[src/rtl/pipe_hazard_ctrl_pkg.sv]
// rtl/pipe_hazard_ctrl_pkg.sv - shared types and constants for the pipeline hazard controller
// Contents: FSM state encoding, NOP instruction word, register-index width.
package pipe_hazard_ctrl_pkg;

  typedef enum logic [1:0] {
    ST_RUN      = 2'd0,
    ST_MEM_WAIT = 2'd1,
    ST_DRAIN    = 2'd2,
    ST_HALTED   = 2'd3
  } state_t;

  // Word the IF/ID register loads when if_flush is asserted.
  localparam logic [15:0] NOP_INSTR = 16'h0800;

  localparam int REG_W = 3;

endpackage

[src/rtl/pipe_hazard_ctrl_sat_counter.sv]
// rtl/pipe_hazard_ctrl_sat_counter.sv - W-bit saturating event counter
// Ports:
//   clk   in  clock, rising edge
//   rst   in  asynchronous active-low reset, clears count
//   inc   in  count one event this cycle
//   count out current value, sticks at all-ones
module pipe_hazard_ctrl_sat_counter #(
  parameter int W = 16
) (
  input  logic         clk,
  input  logic         rst,
  input  logic         inc,
  output logic [W-1:0] count
);

  always_ff @(posedge clk or negedge rst) begin
    if (!rst) begin
      count <= '0;
    end else if (inc && (count != '1)) begin
      count <= count + W'(1);
    end
  end

endmodule

[src/rtl/pipe_hazard_ctrl.sv]
// rtl/pipe_hazard_ctrl.sv - stall/flush sequencer for the 5-stage pipeline
// Ports:
//   clk, rst                       clock, asynchronous active-low reset
//   id_rs/id_rt/_used, id_halt     ID-stage operand and halt information
//   ex_mem_read, ex_rd, ex_redirect EX-stage load/destination/taken-branch
//   mem_req, mem_done              dcache handshake from MEM stage
//   pc_write, pc_redirect          PC enable and branch-target select
//   if_id_nowrite, if_flush        IF/ID hold and NOP load
//   id_ex_bubble, id_ex_nowrite    ID/EX bubble and hold
//   ex_mem_nowrite, mem_wb_nowrite EX/MEM and MEM/WB hold
//   halted, mem_err                halt reached, sticky dcache timeout
//   stall_cnt, flush_cnt           saturating performance counters
module pipe_hazard_ctrl
  import pipe_hazard_ctrl_pkg::*;
#(
  parameter int DRAIN_CYCLES = 3,
  parameter int MEM_TIMEOUT  = 255,
  parameter int CNT_W        = 16
) (
  input  logic             clk,
  input  logic             rst,
  input  logic [REG_W-1:0] id_rs,
  input  logic [REG_W-1:0] id_rt,
  input  logic             id_rs_used,
  input  logic             id_rt_used,
  input  logic             id_halt,
  input  logic             ex_mem_read,
  input  logic [REG_W-1:0] ex_rd,
  input  logic             ex_redirect,
  input  logic             mem_req,
  input  logic             mem_done,
  output logic             pc_write,
  output logic             pc_redirect,
  output logic             if_id_nowrite,
  output logic             if_flush,
  output logic             id_ex_bubble,
  output logic             id_ex_nowrite,
  output logic             ex_mem_nowrite,
  output logic             mem_wb_nowrite,
  output logic             halted,
  output logic             mem_err,
  output logic [CNT_W-1:0] stall_cnt,
  output logic [CNT_W-1:0] flush_cnt
);

  localparam int DW = (DRAIN_CYCLES < 2) ? 1 : $clog2(DRAIN_CYCLES + 1);
  localparam int TW = (MEM_TIMEOUT < 2) ? 1 : $clog2(MEM_TIMEOUT + 1);
  localparam logic [DW-1:0] DRAIN_LAST = DW'(DRAIN_CYCLES - 1);
  localparam logic [TW-1:0] TO_LAST    = TW'(MEM_TIMEOUT - 1);

  state_t        state, state_nxt, eff_state;
  logic          ret_drain, ret_drain_nxt;  // MEM_WAIT returns to DRAIN instead of RUN
  logic [DW-1:0] drain_cnt;
  logic [TW-1:0] to_cnt;
  logic          freeze, load_use;
  logic          stall_inc, flush_inc, drain_inc;

  assign freeze = (((state == ST_RUN) || (state == ST_DRAIN)) && mem_req && !mem_done) ||
                  ((state == ST_MEM_WAIT) && !mem_done);

  assign load_use = ex_mem_read &&
                    ((id_rs_used && (id_rs == ex_rd)) || (id_rt_used && (id_rt == ex_rd)));

  // The mem_done cycle of MEM_WAIT is unfrozen and behaves like the state it returns to.
  assign eff_state = (state == ST_MEM_WAIT) ? (ret_drain ? ST_DRAIN : ST_RUN) : state;

  assign halted = (state == ST_HALTED);

  always_comb begin
    state_nxt      = state;
    ret_drain_nxt  = ret_drain;
    pc_write       = 1'b0;
    pc_redirect    = 1'b0;
    if_id_nowrite  = 1'b0;
    if_flush       = 1'b0;
    id_ex_bubble   = 1'b0;
    id_ex_nowrite  = 1'b0;
    ex_mem_nowrite = 1'b0;
    mem_wb_nowrite = 1'b0;
    stall_inc      = 1'b0;
    flush_inc      = 1'b0;
    drain_inc      = 1'b0;
    if (state == ST_HALTED) begin
      if_id_nowrite  = 1'b1;
      id_ex_nowrite  = 1'b1;
      ex_mem_nowrite = 1'b1;
      mem_wb_nowrite = 1'b1;
    end else if (freeze) begin
      if_id_nowrite  = 1'b1;
      id_ex_nowrite  = 1'b1;
      ex_mem_nowrite = 1'b1;
      mem_wb_nowrite = 1'b1;
      state_nxt      = ST_MEM_WAIT;
      if (state != ST_MEM_WAIT) begin
        ret_drain_nxt = (state == ST_DRAIN);
      end
      stall_inc = (state != ST_DRAIN);
    end else if (eff_state == ST_DRAIN) begin
      if_flush  = 1'b1;
      drain_inc = 1'b1;
      state_nxt = (drain_cnt == DRAIN_LAST) ? ST_HALTED : ST_DRAIN;
    end else begin
      state_nxt = ST_RUN;
      // The ID instruction is wrong-path on a redirect, so its hazards are moot.
      if (ex_redirect) begin
        pc_redirect  = 1'b1;
        pc_write     = 1'b1;
        if_flush     = 1'b1;
        id_ex_bubble = 1'b1;
        flush_inc    = 1'b1;
      end else if (load_use) begin
        if_id_nowrite = 1'b1;
        id_ex_bubble  = 1'b1;
        stall_inc     = 1'b1;
      end else if (id_halt) begin
        if_flush  = 1'b1;
        state_nxt = ST_DRAIN;
      end else begin
        pc_write = 1'b1;
      end
    end
  end

  always_ff @(posedge clk or negedge rst) begin
    if (!rst) begin
      state     <= ST_RUN;
      ret_drain <= 1'b0;
      drain_cnt <= '0;
      to_cnt    <= '0;
      mem_err   <= 1'b0;
    end else begin
      state     <= state_nxt;
      ret_drain <= ret_drain_nxt;
      if (drain_inc) begin
        drain_cnt <= drain_cnt + DW'(1);
      end
      // Only frozen MEM_WAIT cycles count toward the timeout; the FSM keeps waiting.
      if ((state == ST_MEM_WAIT) && !mem_done) begin
        if (to_cnt == TO_LAST) begin
          mem_err <= 1'b1;
        end else begin
          to_cnt <= to_cnt + TW'(1);
        end
      end else begin
        to_cnt <= '0;
      end
    end
  end

  pipe_hazard_ctrl_sat_counter #(.W(CNT_W)) u_stall_cnt (
    .clk   (clk),
    .rst   (rst),
    .inc   (stall_inc),
    .count (stall_cnt)
  );

  pipe_hazard_ctrl_sat_counter #(.W(CNT_W)) u_flush_cnt (
    .clk   (clk),
    .rst   (rst),
    .inc   (flush_inc),
    .count (flush_cnt)
  );

endmodule

[config.mk]
export PLATFORM = sky130hd
export DESIGN_NAME = pipe_hazard_ctrl
export DESIGN_NICKNAME = d
export VERILOG_FILES = /design/src/rtl/pipe_hazard_ctrl_pkg.sv /design/src/rtl/pipe_hazard_ctrl_sat_counter.sv /design/src/rtl/pipe_hazard_ctrl.sv
export SDC_FILE = /design/constraint.sdc
export NUM_CORES = 1
export LEC_CHECK = 0
export BUFFER_PORTS_ARGS = -buffer_cell sky130_fd_sc_hd__buf_2
export CAP_MARGIN = 25
export CORE_UTILIZATION = 57
export CTS_CLUSTER_SIZE = 12
export DETAILED_ROUTE_END_ITERATION = 16
export PLACE_DENSITY = 0.93
export SLEW_MARGIN = 20
export SYNTH_ARGS = -nofsm -noshare
export SYNTH_HDL_FRONTEND = slang
export SYNTH_SLANG_ARGS = --single-unit
[constraint.sdc]
create_clock -name clk -period 3.3 [get_ports clk]
set_input_delay 0 -clock clk [delete_from_list [all_inputs] [get_ports clk]]
set_output_delay 0 -clock clk [all_outputs]
set_load 0.1 [all_outputs]
---- Yosys cells after proc, flatten, opt, wreduce, memory -nomap -nowiden ----
Index checks and enable logic that the tools add are counted.
operators by class
  bitwise operators ....................... 1
  reductions and logical operators ........ 15
  equality and inequality tests ........... 13
  add/subtract/negate cells ............... 4
  multiplexer cells ....................... 42
operator list
  kind                                                    count
  two-way mux 1 bit                                       33
  adder 16 x 1 -> 16 bit (second input constant)          2
  inequality test 16 bit (second input constant)          2
  two-way mux 8 bit                                       2
  two-way mux 2 bit                                       7
  adder 8 x 1 -> 8 bit (second input constant)            1
  equality test 2 bit (second input constant)             4
  equality test 8 bit (second input constant)             1
  logical AND 1 bit                                       8
  equality test 3 bit                                     2
  inequality test 2 bit (second input constant)           2
  logical OR 1 bit                                        3
  AND reduction 3 bit                                     1
  adder 2 x 1 -> 2 bit (second input constant)            1
  equality test 2 x 1 -> 1 bit (second input constant)    1
  zero test 2 bit                                         1
  inequality test 2 x 1 -> 1 bit (second input constant)  1
  AND reduction 2 bit                                     1
  zero test 1 bit                                         1
  NOT 1 bit                                               1
word-level totals
  bits in registers ....................... 46
  bits of input ports ..................... 18

---- Longest topological paths before layout ----
  depth in word-level cells ............... 10
  depth in mapped cells ................... 7
  mapped depth without buffers ............ 7

---- By module ----
From an unflattened synthesis, not the netlist that was laid out.
second synthesis, totals
  cells, all modules ...................... 240
  area total of the unflattened synthesis .. 2526.2 um2
by module, submodules not included
  module                                       sequential area each (um2)  instances  cells each  area an instance (um2)
  pipe_hazard_ctrl                             350.3                       1          99          908.4
  pipe_hazard_ctrl_sat_counter at u_flush_cnt  400.4                       1          72          859.6
  pipe_hazard_ctrl_sat_counter at u_stall_cnt  400.4                       1          69          758.2

---- Least setup slack after synthesis ----
Ideal clock, no wire load.
  path kind ............................... register -> output
  from .................................... register state[0]
  to ...................................... output if_flush
  path slack .............................. -0.352 ns
  cell stages (with the launch flop) ...... 5
  data arrival time ....................... 3.652 ns
  path buffers ............................ 1
  data required time ...................... 3.300 ns
  cell sequence ........................... dfrtp_1 buf_2 and2_1 o21bai_1 a21oi_1
RTL lines
  item                      line                     RTL
  start: declaration        pipe_hazard_ctrl.sv:51   state_t state, state_nxt, eff_state;
  start signal: assignment  pipe_hazard_ctrl.sv:132  state <= state_nxt;
  equality test 2 bit       n/a
  net halted                pipe_hazard_ctrl.sv:40   output logic halted,
  two-way mux 1 bit         pipe_hazard_ctrl.sv:83   if (state == ST_HALTED) begin
  end: declaration          pipe_hazard_ctrl.sv:35   output logic if_flush,
The timed path passes the listed nets, and every way through them passes these cells.

---- Final worst setup path ----
  from .................................... register state[0]
  to ...................................... output if_id_nowrite
between the ends
  word-level cells in the longest chain between the ends .. 7
ends and longest elaborated chain
  item                                                                                  line                    RTL
  parallel branches: the longest is 6 deep, another holds equality test 2 x 1 -> 1 bit  n/a
  two-way mux 1 bit (*)                                                                 pipe_hazard_ctrl.sv:83
  end: declaration                                                                      pipe_hazard_ctrl.sv:34  output logic if_id_nowrite,
Every way passes the cells marked *.

==> run_results.csv <==
group,metric,value,unit
synthesis,yosysWarnings,0,
sta,max_slew_margin,0.549,
clock_network,cts.sinks,46,
synthesis,async_flop_share,1.00,
setup_path,cp_max_fo,16,
floorplanning,die-area,4540,sq um
global_route,antenna_found_initial,0,
placement,io_buffers,59,
final_layout,n_fill_cell,273,
setup_path,crit_chain,"a211oi_1 -> nand2_1 -> a21oi_2 -> or2_2 -> buf_2",
synthesis,ys_types,46,
sta,rsz0062_at_grt,"no",
clock_network,postCtsSetupBuffers,0,
final_layout,layout_common_cells,"59 x buf_2, 46 x dfrtp_1, 33 x xnor2_1, 18 x nand2_1, 16 x nor2_1",
synthesis,netlist_area,2430,sq um
setup_path,critPathTopFamily,"compound AO/OA/AOI/OAI gates",
setup_path,cpPeakStageDelay,520,ps
clock_network,cts_tree,"done",
route,drtAntennaViolNets,0,
route,wl,5.10,mm
setup_path,ff2ff_setup_slack,1160,ps
sta,period_share,0.719,
final_layout,final-seq-area,1150,sq um
synthesis,seq_area_frac_synth,0.473,
synthesis,ys.flop_type,"dfrtp_1",
setup_path,path_buf_inv,1,
floorplanning,fp-row-count,23,
final_layout,multi_input_area,1220,sq um
sta,holdWs,44.4,ps
sta,hold_viol,0,
final_layout,final_common_cell,"buf_2",
sta,fin_tns_setup,0,ps
outcome,status,"completed",
global_route,grt_max_degree,47,
route,routed-via-count,1991,
route,wl_per_cell,15.0,um
global_route,grt_overflow_total,0,
final_layout,nets,314,
power,ir_worst_vdd,0.579,mV
floorplanning,core_area,4060,sq um
clock_network,clock_latency,290,ps
clock_network,ctsLongestPathBuffers,2,
setup_path,critPathSlowestCell,"a21oi_2",
synthesis,yosysTopAreaCell,"dfrtp_1",
power,p_leak,1.33,nW
sta,finalMaxSlewViolations,0,
worst_hold_path,hold_path_class,"input pin to register",
sta,setup_viol,0,
synthesis,synth_cells,229,
final_layout,n_antenna_cell,0,
clock_network,cts_max_level,2,
synthesis,synth_top_cells_by_area,"dfrtp_1 47%, xnor2_1 12%, nand4_1 3.6%, o2111ai_1 2.9%, xor2_1 2.9%",
setup_path,required,3300,ps
synthesis,syn_avg_cell_area,10.6,sq um
sta,worst_pin_slew,676,ps
clock_network,clk_pin_slew,80,ps
route,drt_iter0_drc,132,
final_layout,drive_gt1_frac,0.282,
setup_path,start_kind,"register",
floorplanning,die_x,67.4,um
floorplanning,initial_core_util,0.600,
clock_network,clock-root-buffer,"clkbuf_8",
final_layout,syn_to_final_growth,18.2,%
floorplanning,die_y,67.4,um
floorplanning,ios,60,
setup_path,cp-end-kind,"output port",
placement,hpwl,3.77,mm
run,maxCapViolations,0,
sta,min_period,2370,ps
placement,place_congestion,0.816,
sta,fin_worst_skew,2.48,ps
global_route,grt_usage,0.240,
route,drt-pass1-iter-count,4,
synthesis,synth_top_cell_area_share,0.473,
synthesis,syn-num-nets,252,
synthesis,ys_ff_latch,46,
route,viasPerCell,5.84,
power,power_density,779,nW/um^2
route,post-route-drc-count,0,
sta,fmax,421,MHz
global_route,grt_pass1_wl,8.05,mm
setup_path,cp.arrival,2370,ps
clock_network,cts_buffers,5,
setup_path,setup.worst_path.class,"register to output port",
synthesis,synth_edf_count,0,
power,total_power,2.24,mW
global_route,grt_pass1_vias,1904,
==> worst register-to-register path, stage by stage (launching register included) <==
cell      delay [ps]
dfrtp_1          450
a211oi_1         340
nand2_1          110
a21oi_2          520
o21ai_0          280
mux2_2           320
==> worst paths after layout <==
| kind | from | to | depth (start not counted) |
|---|---|---|---|
| worst max-delay path | state[0]$_DFFE_PN0N_ | if_id_nowrite | 5 |
| worst min-delay path | mem_req | ret_drain$_DFFE_PN0P_ | 3 |
| worst min register to register | drain_cnt[0]$_DFFE_PN0P_ | drain_cnt[0]$_DFFE_PN0P_ | 1 |
| worst max register to register | state[0]$_DFFE_PN0N_ | u_stall_cnt.count[1]$_DFFE_PN0P_ | 5 |
| min in group asynchronous | rst | u_flush_cnt.count[15]$_DFFE_PN0P_ | 2 |
| max in group asynchronous | rst | u_stall_cnt.count[8]$_DFFE_PN0P_ | 3 |
==> synthesized netlist by cell type, drive strengths merged (2+ instances only) <==
master / count
inv: 4
ha: 5
a31oi: 2
dfrtp: 46
mux2: 2
o21a: 2
o21bai: 2
or3: 3
a21boi: 3
and3: 7
and4: 3
o2111ai: 9
o21ai: 5
nor3: 6
nand4: 14
and2: 4
nand2b: 3
nand3: 5
nor2: 16
o211ai: 7
xor2: 8
nand2: 18
a211oi: 2
xnor2: 33
buf: 7
a21oi: 5
==> per-stage QoR <==
| stage | worst slack, ps | util | cell area, sq um | instances |
|---|---|---|---|---|
| floorplan | 30.2 | - | 2440 | 229 |
| global placement | 1330 | 0.679 | 2760 | 331 |
| detailed placement | 1170 | 0.679 | 2760 | 331 |
| CTS | 936 | 0.703 | 2850 | 340 |
| global route | 738 | 0.710 | 2880 | 341 |
| finish | 927 | 0.710 | 2880 | 341 |
==> metal layers <==
metal | share of wire | vias to the layer above | track usage
li1 | - | 951 | -
met1 | 0.43 | 968 | 0.287
met2 | 0.52 | 67 | 0.401
met3 | 0.047 | 5 | 0.0659
met4 | 0.011 | 0 | 0.112
met5 | 0 | - | 0
==> sequential cells by signal, summed over array words and instances, names as in the netlist <==
name	count
ret_drain	1
u_stall_cnt.count	16
mem_err	1
to_cnt	8
drain_cnt	2
u_flush_cnt.count	16
state	2
==> final cells by class <==
type / count / area share
sequential: 46 / 0.400
clock buffer: 7 / 0.0265
inverter: 4 / 0.00522
multi-input combinational: 171 / 0.425
tap: 50 / 0.0217
timing repair buffer: 63 / 0.122
==> kinds of logic (layout without fill, tap and decap cells) <==
kind of cell	after synthesis	after routing	synth area share
AOI/OAI and AO/OA	41	41	0.133
xor gates and xnor gates	41	41	0.147
adders and majority gates	5	5	0.0257
buffers and inverters	12	74	0.0262
DFF	46	46	0.473
muxes	2	2	0.00925
and+or+nand+nor	82	82	0.186
==> timing repair <==
action,CTS,global route
gates resized for setup,0,0
hold endpoints to repair,47,0
hold buffers,2,0
==> power breakdown <==
group	total [mW]	leakage, nW	switching (mW)	internal, mW
combinational	1.16	0.680	0.943	0.220
clock	0.321	0.0383	0.175	0.146
sequential	0.759	0.616	0.109	0.649
Power figures use the tool's default switching activity.
